==> src/rtl/axi_soc_master.sv <==
// Single-outstanding AXI-style bus master: CPU load/store requests become address/data handshakes.
// Optional watchdog enabled by defining AXI_SOC_MASTER_TIMEOUT_EN (reports cpu_err on expiry).
module axi_soc_master #(
  parameter int ADDR_W         = 32,
  parameter int DATA_W         = 32,
  parameter int TIMEOUT_CYCLES = 64
) (
  input  logic              clk,
  input  logic              rst,
  input  logic              cpu_req,
  input  logic              cpu_we,
  input  logic [ADDR_W-1:0] cpu_addr,
  input  logic [DATA_W-1:0] cpu_wdata,
  output logic              cpu_ready,
  output logic [DATA_W-1:0] cpu_rdata,
  output logic              cpu_done,
  output logic              cpu_err,
  output logic [ADDR_W-1:0] read_addr,
  output logic [ADDR_W-1:0] write_addr,
  output logic [DATA_W-1:0] write_data,
  output logic              read_addr_valid,
  output logic              write_addr_valid,
  output logic              write_data_valid,
  output logic              read_data_ready,
  input  logic              read_addr_ready,
  input  logic              write_addr_ready,
  input  logic              write_data_ready,
  input  logic              read_data_valid,
  input  logic [DATA_W-1:0] read_data
);

  typedef enum logic [2:0] {IDLE, WRITE, RD_ADDR, RD_DATA, DONE} state_t;

  state_t            state, state_next;
  logic [ADDR_W-1:0] addr_q;
  logic [DATA_W-1:0] wdata_q, rdata_q;
  logic              aw_done, w_done;
  logic              aw_hs, w_hs, ar_hs, r_hs;
  logic              busy, timeout;

  assign busy             = (state == WRITE) || (state == RD_ADDR) || (state == RD_DATA);
  assign write_addr_valid = (state == WRITE) && !aw_done;
  assign write_data_valid = (state == WRITE) && !w_done;
  assign read_addr_valid  = (state == RD_ADDR);
  assign read_data_ready  = (state == RD_DATA);
  assign cpu_ready        = (state == IDLE);
  assign cpu_done         = (state == DONE);

  assign aw_hs = write_addr_valid && write_addr_ready;
  assign w_hs  = write_data_valid && write_data_ready;
  assign ar_hs = read_addr_valid && read_addr_ready;
  assign r_hs  = read_data_ready && read_data_valid;

  assign read_addr  = addr_q;
  assign write_addr = addr_q;
  assign write_data = wdata_q;
  assign cpu_rdata  = rdata_q;

  always_ff @(posedge clk or posedge rst) begin
    if (rst) state <= IDLE;
    else     state <= state_next;
  end

  // Timeout has priority so an expiring transaction never half-completes.
  always_comb begin
    state_next = state;
    case (state)
      IDLE:    if (cpu_req) state_next = cpu_we ? WRITE : RD_ADDR;
      WRITE: begin
        if (timeout) state_next = DONE;
        else if ((aw_done || aw_hs) && (w_done || w_hs)) state_next = DONE;
      end
      RD_ADDR: begin
        if (timeout)    state_next = DONE;
        else if (ar_hs) state_next = RD_DATA;
      end
      RD_DATA: begin
        if (timeout)   state_next = DONE;
        else if (r_hs) state_next = DONE;
      end
      DONE:    state_next = IDLE;
      default: state_next = IDLE;
    endcase
  end

  always_ff @(posedge clk or posedge rst) begin
    if (rst) begin
      addr_q  <= '0;
      wdata_q <= '0;
    end else if (state == IDLE && cpu_req) begin
      addr_q  <= cpu_addr & ~ADDR_W'(3);
      wdata_q <= cpu_wdata;
    end
  end

  // Each write channel is tracked separately so the two handshakes may land in any order.
  always_ff @(posedge clk or posedge rst) begin
    if (rst) begin
      aw_done <= 1'b0;
      w_done  <= 1'b0;
    end else if (state != WRITE) begin
      aw_done <= 1'b0;
      w_done  <= 1'b0;
    end else begin
      if (aw_hs) aw_done <= 1'b1;
      if (w_hs)  w_done  <= 1'b1;
    end
  end

  always_ff @(posedge clk or posedge rst) begin
    if (rst)                  rdata_q <= '0;
    else if (r_hs && !timeout) rdata_q <= read_data;
  end

`ifdef AXI_SOC_MASTER_TIMEOUT_EN
  localparam int CNT_W = $clog2(TIMEOUT_CYCLES + 1);

  logic [CNT_W-1:0] tmo_cnt;
  logic             err_q;

  assign timeout = busy && (tmo_cnt == CNT_W'(TIMEOUT_CYCLES - 1));
  assign cpu_err = (state == DONE) && err_q;

  // Restart the count on every state change so each bus phase gets the full budget.
  always_ff @(posedge clk or posedge rst) begin
    if (rst)                                  tmo_cnt <= '0;
    else if (!busy || state != state_next)    tmo_cnt <= '0;
    else                                      tmo_cnt <= tmo_cnt + CNT_W'(1);
  end

  always_ff @(posedge clk or posedge rst) begin
    if (rst)       err_q <= 1'b0;
    else if (busy) err_q <= timeout;
  end
`else
  assign timeout = 1'b0;
  assign cpu_err = 1'b0;
`endif

endmodule
==> config.mk <==
export PLATFORM = sky130hd
export DESIGN_NAME = axi_soc_master
export DESIGN_NICKNAME = d
export VERILOG_FILES = /design/src/rtl/axi_soc_master.sv
export SDC_FILE = /design/constraint.sdc
export NUM_CORES = 1
export LEC_CHECK = 0
export CAP_MARGIN = 10
export CORE_ASPECT_RATIO = 0.7
export CORE_MARGIN = 1.5
export CORE_UTILIZATION = 39
export DETAILED_ROUTE_END_ITERATION = 10
export MAX_ROUTING_LAYER = met4
export PLACE_DENSITY = 0.87
export SYNTH_ARGS = -nofsm -noshare
export SYNTH_HDL_FRONTEND = slang
export SYNTH_SLANG_ARGS = --single-unit
export TNS_END_PERCENT = 20
==> constraint.sdc <==
create_clock -name clk -period 3.45 [get_ports clk]
set_clock_uncertainty 0.1 [all_clocks]
set_input_delay 0.345 -clock clk [delete_from_list [all_inputs] [get_ports clk]]
set_output_delay 0.345 -clock clk [all_outputs]
set_load 0.02 [all_outputs]
# Word-level counts from Yosys, hierarchy flattened

Index checks and enable logic that the tools add are counted.

Logic and storage cells: 41
Input bits: 104
Output and inout port bits: 135
Flip-flop bits (word level): 99

Mux-type cells: 10
Eq/ne operators: 9
Reductions and logical operators: 16

Operators with widths:

| kind                                                 | number |
|---|---|
| 2-to-1 mux 3 bit                                     | 4 |
| one-hot mux 3 bit (4 select lines)                   | 1 |
| logical AND 1 bit                                    | 8 |
| equality test 3 x 2 -> 1 bit (second input constant) | 2 |
| != test 2 x 1 -> 1 bit (second input constant)       | 3 |
| 2-to-1 mux 1 bit                                     | 4 |
| AND reduction 4 bit                                  | 1 |
| nonzero test 2 bit                                   | 2 |
| equality test 3 x 1 -> 1 bit (second input constant) | 1 |
| equality test 3 bit (second input constant)          | 1 |
| zero test 3 bit                                      | 1 |
| != test 3 x 1 -> 1 bit (second input constant)       | 1 |
| zero test 1 bit                                      | 2 |
| logical OR 1 bit                                     | 2 |
| 2-to-1 mux 2 bit                                     | 1 |
| != test 2 bit (second input constant)                | 1 |

# Longest topological paths before layout

Depth after elaboration: 7
Mapped depth: 6
Mapped depth without buffers: 3

# Worst setup path after synthesis

No wires, ideal clock.

Path type: reg2reg
Start point: register state[0]
End point: register addr_q[10] (netlist: read_addr[10])
Setup slack: 1590 ps
Cell stages (with the launch flop): 7
Data required time: 3225 ps
Path buffers: 3
Arrival time: 1635 ps
Library setup time: 125 ps
Cells stage by stage: dfrtp_1 -> buf_6 -> nor3_2 -> and2_4 -> buf_12 -> buf_12 -> mux2_4

Word-level cells in the longest chain between the ends: 2

RTL lines:

| what                     | line | text |
|---|---|---|
| start: declaration       | 34   | `state_t state, state_next;` |
| start signal: assignment | 61   | `else state <= state_next;` |
| zero test 3 bit          | -    |  |
| via cpu_ready            | 14   | `output logic cpu_ready,` |
| logical AND 1 bit        | 90   | `end else if (state == IDLE && cpu_req) begin` |
| end signal: assignment   | 91   | `addr_q <= cpu_addr & ~ADDR_W'(3);` |
| end: declaration         | 35   | `logic [ADDR_W-1:0] addr_q;` |

The timed path passes the listed nets, and every way through them passes these cells.
A chain may end at the register's enable or synchronous reset.

# Final worst setup path

Start point: register state[0]
End point: output write_data_valid

Word-level cells in the longest chain between the ends: 2

RTL lines:

| what                         | line | text |
|---|---|---|
| equality test 3 x 1 -> 1 bit | 43   | `assign write_data_valid = (state == WRITE) && !w_done;` |
| logical AND 1 bit            | 43   |  |
| end: declaration             | 23   | `output logic write_data_valid,` |

Every way passes these cells.

==> results.ini <==
[status]
outcome = completed

[floorplan]
core_sq_um = 11000
start_util_pct = 39.9
rows = 32
die_area_sq_um = 11900
die_w_microns = 130
die_h_microns = 91.6
io_pins = 239

[min_path]
hold_path_class = in -> async

[setup_path]
critPathBufInv = 1
regToRegSetupSlack_ns = 1.28
slowest_delay_ns = 0.63
cp.depth = 3
reg2reg_depth = 4
critPathLaunchType = register
crit_end = write_data_valid
cp.required_ns = 3.00
path_cells = or3b_2 > nor2_1 > clkdlybuf4s50_1
crit_family = simple AND/OR/NAND/NOR gates
crit_path_top_delay_cell = clkdlybuf4s50_1
critPathCaptureType = output port
cp_max_fo = 10
path_class = reg -> out
rr_startpoint = state[0]
cp.arrival_ns = 2.16
crit_start = state[0]
r2r-end = write_data[11]

[clock_tree]
hold_buffers = 0
clk_pin_slew_ns = 0.07
post_cts_resized = 0
htree_levels = 3
cts_tree = done
max-clock-path-buffers = 2
numCtsBuffers = 9
clk_latency_ns = 0.33
cts_root_buf = clkbuf_16
cts_sinks = 99
post_cts.repair.setup_buffers = 0

[detailed_routing]
first_pass_iters = 4
final_antenna_net_count = 0
drt_iter0_drc = 59
routed_wl_mm = 9.79
vias = 2790
viasPerCell = 4.44
post-route-drc-count = 0
wl_per_cell_microns = 15.6

[global_routing]
antenna_found_initial = 0
grt_usage_pct = 17.1
grt_pass1_wl_mm = 15.2
grt_max_degree = 52
first_global_vias = 2874
grt.overflow.total = 0

[sta]
setup_viol = 0
final.period_utilization_pct = 75.4
slew_violations = 0
hold_slack_ns = 0.340
hold_violations = 0
relSlewSlack_pct = 49.2
rsz0062_at_grt = no
setup_tns_ns = 0
fmax_mhz = 384
tightest_slew_ns = 0.761
fin_ws_ns = 0.848
period_needed_ns = 2.60

[run]
maxCapViolations = 0

[final_layout]
syn_to_final_growth_pct = 55.6
diodes = 0
drive_gt1_share_pct = 24.4
final_net_count = 574
fin_area_sq_um = 6810

[logic_synthesis]
synth_top_area_share_pct = 56.6
seq_area_frac_synth_pct = 56.6
synth_area_sq_um = 4370
yosysWarnings = 0
ys_top_cells_by_area = dfrtp_1, mux2_4, mux2_2
synth_seq_cells = 99
synthCells = 267
syn_area_per_cell_sq_um = 16.4
synth_area_leader_cell = dfrtp_1
synth_cell_types = 25

[place]
portBuffers = 231
post_dp_cell_area_sq_um = 6490
pre_cts_ws_ns = 1.08
hpwl_mm = 7.22
place.gp.congestion = 0.742

[pwr]
power_mw = 7.15
pwr_density_cell_nw_per_um2 = 1050
leakage_nw = 2.93
vdd_drop_max_v = 0.000547

-- cell type report --
type / instances / area (sq um)
clock inverters: 7 / 86.3
repair buffers: 234 / 2360
flip-flops and latches: 99 / 2480
fillers: 825 / 4160
multi-input cells: 124 / 1460
well taps: 153 / 191
clock buffers: 9 / 225
inverters: 2 / 10.0
-- worst register-to-register path, stage by stage (launching register included) --
cell     delay (ns)
dfrtp_1        0.49
nor3_2         0.22
and2_4         0.51
buf_4          0.39
mux2_4         0.34
-- report_power, final --
part / internal, mW / switching [mW]
clock network: 0.576 / 0.458
logic: 2.24 / 1.73
registers: 1.75 / 0.392
total: 4.57 / 2.58
-- registers in the layout, summed over array words and instances (netlist names) --
signal and cells:
cpu_rdata 32, aw_done 1, state 3, write_data 32
w_done 1, read_addr 30
-- worst min path at each step --
| stage | startpoint | endpoint | cells after the start |
|---|---|---|---|
| 2_1_floorplan | write_addr_ready | aw_done | 2 |
| 6_report | rst | read_addr[11] | 2 |
| 4_1_cts | rst | read_addr[11] | 2 |
| 3_5_place_dp | cpu_rdata[12] | cpu_rdata[12] | 1 |
| 5_1_grt | rst | read_addr[11] | 2 |
| 3_3_place_gp | cpu_rdata[17] | cpu_rdata[17] | 1 |
-- synthesized netlist by cell type --
master	n
o21ai_0	1
o22ai_1	1
mux2_2	32
mux2_1	3
or3b_2	1
mux2i_1	1
conb_1	1
a221o_1	1
nor2_1	8
buf_12	7
and2b_2	1
nor3b_1	1
inv_1	2
nor2b_1	2
nand3_2	1
and3b_1	1
dfrtp_1	99
buf_4	35
mux2_4	59
nand2_1	2
buf_6	4
and2_1	1
and2_4	1
nor3_2	1
a22oi_1	1
-- per-layer routing --
| layer | GRT usage (%) | vias up | share of wire (%) |
|---|---|---|---|
| li1 | - | 1275 | - |
| met1 | 21.1 | 1365 | 43 |
| met2 | 27.2 | 139 | 48 |
| met3 | 5.54 | 11 | 8.4 |
| met4 | 4.44 | 0 | 0.99 |
| met5 | - | - | 0 |
-- cells by family after synthesis --
family | count (synthesis) | synth area share, %
and+or+nand+nor | 20 | 2.72
other | 1 | 0.0857
AOI/OAI and AO/OA | 4 | 0.658
muxes | 95 | 29.5
DFF | 99 | 56.6
buffers and inverters | 48 | 10.4
-- stage by stage --
stage	utilization, %	instances
after floorplan	-	271
after global placement	59.2	612
after detailed placement	59.2	612
after CTS	62.0	628
after global routing	62.0	628
final	62.0	628
-- layout by cell type (no fill, tap or decap), types with 2 or more instances in the layout --
cell	n
mux2_4	59
dfrtp_1	99
inv_8	2
clkinv_4	3
clkdlybuf4s50_1	231
clkbuf_16	9
nor2b_1	2
nor2_1	8
buf_12	2
nand2_1	2
mux2_2	32
conb_1	5
mux2_1	3
Power figures use the tool's default switching activity.
